--- src/rtl/decoder_pkg.sv ---
// Shared types and constants for the decoder_sweep block.
package decoder_pkg;

  localparam int MODE_ONEHOT = 0;
  localparam int MODE_THERMO = 1;

  typedef enum logic {
    IDLE  = 1'b0,
    SWEEP = 1'b1
  } state_t;

endpackage

--- src/rtl/decoder_sweep_if.sv ---
// Request/select bundle between writeback control and the decoder_sweep block.
interface decoder_sweep_if #(
  parameter int ADDR_W = 5
);
  localparam int N = 1 << ADDR_W;

  logic              en;
  logic [ADDR_W-1:0] addr;
  logic              sweep_start;
  logic [N-1:0]      out;
  logic              busy;
  logic              done;
  logic              err;

  modport master (
    output en, addr, sweep_start,
    input  out, busy, done, err
  );

  modport slave (
    input  en, addr, sweep_start,
    output out, busy, done, err
  );
endinterface

--- src/rtl/decoder_comb.sv ---
// Combinational ADDR_W-to-2^ADDR_W decoder, one-hot or thermometer coded.
module decoder_comb
  import decoder_pkg::*;
#(
  parameter int ADDR_W = 5,
  parameter int MODE   = MODE_ONEHOT
) (
  input  logic [ADDR_W-1:0]      a,
  output logic [(1<<ADDR_W)-1:0] y
);
  localparam int N = 1 << ADDR_W;

  always_comb begin
    y = '0;
    for (int i = 0; i < N; i++) begin
      if (MODE == MODE_THERMO) begin
        y[i] = (ADDR_W'(i) <= a);
      end else begin
        y[i] = (ADDR_W'(i) == a);
      end
    end
  end
endmodule

--- src/rtl/decoder_sweep.sv ---
// Registered address decoder with a one-address-per-cycle sweep sequencer
// for clearing the register file after boot or on a flush.
module decoder_sweep
  import decoder_pkg::*;
#(
  parameter int ADDR_W    = 5,
  parameter int MODE      = MODE_ONEHOT,
  parameter int SKIP_ZERO = 1
) (
  input logic            clock,
  input logic            reset,
  decoder_sweep_if.slave bus
);
  localparam int N = 1 << ADDR_W;
  localparam logic [ADDR_W-1:0] FIRST = (SKIP_ZERO != 0) ? ADDR_W'(1) : '0;

  state_t            state_p1, state_nxt;
  logic [ADDR_W-1:0] cnt_p1, cnt_nxt;
  logic [N-1:0]      sel_p1, sel_nxt;
  logic              busy_p1, busy_nxt;
  logic              done_p1, done_nxt;
  logic              err_p1, err_nxt;

  logic [ADDR_W-1:0] dec_addr;
  logic              dec_en;
  logic [N-1:0]      dec_y;

  decoder_comb #(
    .ADDR_W (ADDR_W),
    .MODE   (MODE)
  ) u_dec (
    .a (dec_addr),
    .y (dec_y)
  );

  always_comb begin
    state_nxt = state_p1;
    cnt_nxt   = cnt_p1;
    dec_addr  = bus.addr;
    dec_en    = 1'b0;
    busy_nxt  = 1'b0;
    done_nxt  = 1'b0;
    err_nxt   = 1'b0;
    unique case (state_p1)
      IDLE: begin
        if (bus.sweep_start) begin
          // Sweep has priority; a simultaneous single decode is dropped.
          state_nxt = SWEEP;
          cnt_nxt   = FIRST;
          dec_addr  = FIRST;
          dec_en    = 1'b1;
          busy_nxt  = 1'b1;
          err_nxt   = bus.en;
        end else if (bus.en) begin
          dec_en = 1'b1;
        end
      end
      SWEEP: begin
        err_nxt = bus.en | bus.sweep_start;
        if (cnt_p1 == '1) begin
          state_nxt = IDLE;
          cnt_nxt   = '0;
          done_nxt  = 1'b1;
        end else begin
          cnt_nxt  = cnt_p1 + 1'b1;
          dec_addr = cnt_p1 + 1'b1;
          dec_en   = 1'b1;
          busy_nxt = 1'b1;
        end
      end
      default: state_nxt = IDLE;
    endcase

    sel_nxt = dec_en ? dec_y : '0;
    if (SKIP_ZERO != 0) sel_nxt[0] = 1'b0;
  end

  // Output register stage: every output comes straight from a flop.
  always_ff @(posedge clock) begin
    if (reset) begin
      state_p1 <= IDLE;
      cnt_p1   <= '0;
      sel_p1   <= '0;
      busy_p1  <= 1'b0;
      done_p1  <= 1'b0;
      err_p1   <= 1'b0;
    end else begin
      state_p1 <= state_nxt;
      cnt_p1   <= cnt_nxt;
      sel_p1   <= sel_nxt;
      busy_p1  <= busy_nxt;
      done_p1  <= done_nxt;
      err_p1   <= err_nxt;
    end
  end

  assign bus.out  = sel_p1;
  assign bus.busy = busy_p1;
  assign bus.done = done_p1;
  assign bus.err  = err_p1;
endmodule

--- src/flat_wrapper.sv ---
// flat-port wrapper written by rule: the top's interface ports become plain ports
module decoder_sweep_flat import decoder_pkg::*;
#(
  parameter int ADDR_W    = 5,
  parameter int MODE      = MODE_ONEHOT,
  parameter int SKIP_ZERO = 1
)
  (clock, reset, bus_en, bus_addr, bus_sweep_start, bus_out, bus_busy, bus_done, bus_err);
  decoder_sweep_if #(.ADDR_W(ADDR_W)) bus_i ();
  input logic clock;
  input logic reset;
  input wire logic [$bits(bus_i.en)-1:0] bus_en;
  input wire logic [$bits(bus_i.addr)-1:0] bus_addr;
  input wire logic [$bits(bus_i.sweep_start)-1:0] bus_sweep_start;
  output wire logic [$bits(bus_i.out)-1:0] bus_out;
  output wire logic [$bits(bus_i.busy)-1:0] bus_busy;
  output wire logic [$bits(bus_i.done)-1:0] bus_done;
  output wire logic [$bits(bus_i.err)-1:0] bus_err;
  assign bus_i.en = bus_en;
  assign bus_i.addr = bus_addr;
  assign bus_i.sweep_start = bus_sweep_start;
  assign bus_out = bus_i.out;
  assign bus_busy = bus_i.busy;
  assign bus_done = bus_i.done;
  assign bus_err = bus_i.err;
  decoder_sweep #(.ADDR_W(ADDR_W), .MODE(MODE), .SKIP_ZERO(SKIP_ZERO)) u_core (.clock(clock), .reset(reset), .bus(bus_i));
endmodule
--- config.mk ---
export PLATFORM = sky130hd
export DESIGN_NAME = decoder_sweep_flat
export DESIGN_NICKNAME = d
export VERILOG_FILES = /design/src/rtl/decoder_pkg.sv /design/src/rtl/decoder_sweep_if.sv /design/src/rtl/decoder_comb.sv /design/src/rtl/decoder_sweep.sv /design/src/flat_wrapper.sv
export SDC_FILE = /design/constraint.sdc
export NUM_CORES = 1
export LEC_CHECK = 0
export CAP_MARGIN = 20
export CORE_MARGIN = 1
export CORE_UTILIZATION = 39
export CTS_CLUSTER_DIAMETER = 40
export DETAILED_ROUTE_END_ITERATION = 16
export PLACE_DENSITY = 0.67
export SLEW_MARGIN = 20
export SYNTH_ARGS = -nofsm -noshare
export SYNTH_HDL_FRONTEND = slang
export SYNTH_HIERARCHICAL = 1
export SYNTH_SLANG_ARGS = --single-unit
--- constraint.sdc ---
create_clock -name clock -period 4.4 [get_ports clock]
set_clock_uncertainty 0.2 [all_clocks]
set_input_delay 0.88 -clock clock [delete_from_list [all_inputs] [get_ports clock]]
set_output_delay 0.88 -clock clock [all_outputs]
set_load 0.02 [all_outputs]
==> metrics.md <==
| Metric | Value |
|---|---|
| Die width | 66.6 um |
| Rel. slew slack | 49.3% |
| Setup crit start | bus_sweep_start |
| Unrepaired setup endpoints after global routing | no |
| Number of buffers created by CTS | 5 |
| Clock slew at reported path FFs | 0.07 ns |
| Port bufs | 42 |
| WL met3 | 133 um |
| Hold Crit Class | register to register |
| Crit-path cells | clkdlybuf4s50_1, o32ai_1, or3b_4, nor2_1, and2_1 |
| TNS Setup | 0 ns |
| Tot Pwr | 739 uW |
| Area of the mapped netlist | 0.00163 sq mm |
| # resized after CTS | 0 |
| Initial antenna violation count | 0 |
| Worst path bufs/invs | 1 |
| Core area | 0.00400 sq mm |
| Worst-Skew Late Latency | 0.29 ns |
| # clock sinks | 39 |
| Sequential Area | 781 sq um |
| Syn Nets | 192 |
| Drt via density | 4.66 |
| Post-CTS setup buffer count | 0 |
| Yosys warns | 6 |
| Pleak | 0.000817 uW |
| Setup crit end | u_core/bus.out[8]$_SDFF_PP0_ |
| Commonest non-fill, non-tap cell in the layout | clkdlybuf4s50_1 |
| I/O pin count | 44 |
| Gr ovfl total | 0 |
| Cell row count | 23 |
| Layout cell share with drive strength beyond 1 | 7.80% |
| Largest net degree at the start of global routing | 32 |
| Synth-to-Final Area Change | 31.5% |
| Most frequent cells in the layout | clkdlybuf4s50_1, dfxtp_1, nor2_1, and2_1, a21oi_1 |
| # Max-Cap Violations | 0 |
| Metal2 WL | 1.36 mm |
| Critical path launch point type | primary input |
| Routability cong. | 0.914 |
| Peak VDD IR | 0.180 mV |
| Via count | 1248 |
| Post-route clock period utilization | 66.5% |
| Min Tclk post-route | 2.93 ns |
| First-pass GRT wire length | 5.04 mm |
| Antenna-violating nets left | 0 |
| Crit. path cell count | 5 |
| Slew of the pin with the lowest slew margin | 0.757 ns |
| Post-Synthesis Cells | 180 |
| Critical-path maximum fanout | 10 |
| Area after DPL | 0.00203 sq mm |
| TritonCTS clock tree | yes |
| Critical path type | primary input to register |
| Post-CTS Hold Fix Bufs | 0 |
| Multi-input logic area | 752 sq um |
| Crit path required time | 4.43 ns |
| CP Capture Type | register |
| Syn_area_per_cell | 9.04 sq um |
| Setup-failing EPs final | 0 |
| Die ar. | 0.00443 sq mm |
| Status | finished clean |
| DRT Pass-1 Iters | 4 |
| GRT Overall Usage | 15.8% |
| CP max stage delay | 0.72 ns |
| FF-to-FF setup slack | 1.52 ns |
| R2R depth | 8 |
| Fillers | 359 |
| Longest Clk Path Bufs | 2 |
| Worst EP arrival | 2.96 ns |
| Average wire per standard cell | 11.5 um |
| Root Driver | clkbuf_8 |
| Hpwl dp | 2.17 mm |
| Die Ht | 66.6 um |
| Fmax | 342 MHz |
| NumNets Final | 229 |
| Drt drc | 0 |
| Starting density of the core | 40.7% |
| Initial drt markers | 59 |
| Vias in the first global route | 1076 |
| Diodes inserted | 0 |
| Post-Route WL | 3.09 mm |
| CP top delay family | simple AND/OR/NAND/NOR gates |
| Max Used Layer | met4 |
| CP max-delay cell | o32ai_1 |
| Pwr Density | 345 mW/mm^2 |
| Met1 Wirelength | 1.55 mm |
| Fin. Hold Viols | 0 |
| Max Slew Vio Count | 0 |
| RR Endpoint | u_core/bus.out[8]$_SDFF_PP0_ |
| Final Cell Area | 0.00214 sq mm |
| Reg2Reg Launch Point | u_core/cnt_p1[0]$_SDFFE_PP0P_ |
| Htree depth | 2 |
[registers in the layout, indices dropped and copies added, names as in the netlist]
name,count
u_core/bus.busy,1
u_core/bus.done,1
u_core/bus.err,1
u_core/bus.out,31
u_core/cnt_p1,5
[per-stage QoR]
step / instances / hold WS [ns] / setup WS (ns) / utilization (%)
final: 268 / 0.376 / 1.47 / 53.5
after global routing: 268 / 0.396 / 1.25 / 53.5
after CTS: 268 / 0.362 / 1.48 / 53.5
after detailed placement: 260 / 0.352 / 1.18 / 50.7
after global placement: 260 / 0.355 / 1.20 / 50.7
after floorplan: 180 / 0.300 / 1.86 / -
[report_power, final]
part / total, uW / switching (uW) / internal (uW)
logic: 77.0 / 43.2 / 33.8
clock network: 296 / 128 / 169
registers: 365 / 7.00 / 358
total: 739 / 178 / 561
[tightest hold or removal path, stage by stage, from the launching register on]
cell	delay (ns)
dfxtp_1	0.36
nand2_1	0.08
a31oi_1	0.08
[layout make-up]
class / instances / area share, %
multi-input cells: 126 / 35.1
well taps: 50 / 2.92
clock buffers: 5 / 3.22
inverters: 3 / 0.526
clock inverters: 3 / 2.05
repair buffers: 42 / 19.6
flip-flops and latches: 39 / 36.5
[worst min path at each step]
stage,from,endpoint,slack (ns),cells past startpoint
after floorplan,u_core/cnt_p1[3]$_SDFFE_PP0P_,u_core/cnt_p1[3]$_SDFFE_PP0P_,0.30,2
after global placement,u_core/cnt_p1[3]$_SDFFE_PP0P_,u_core/cnt_p1[3]$_SDFFE_PP0P_,0.35,2
after detailed placement,u_core/cnt_p1[3]$_SDFFE_PP0P_,u_core/cnt_p1[3]$_SDFFE_PP0P_,0.35,2
after CTS,u_core/cnt_p1[3]$_SDFFE_PP0P_,u_core/cnt_p1[3]$_SDFFE_PP0P_,0.36,2
after global routing,u_core/cnt_p1[3]$_SDFFE_PP0P_,u_core/cnt_p1[3]$_SDFFE_PP0P_,0.40,2
final,u_core/cnt_p1[3]$_SDFFE_PP0P_,u_core/cnt_p1[3]$_SDFFE_PP0P_,0.38,2
[metal layers]
metal	up-vias	track usage (%)
li1	650	-
met1	564	20.0
met2	30	23.9
met3	4	5.82
met4	0	6.38
met5	-	0
Note: power is estimated with default switching activity, not from simulation.
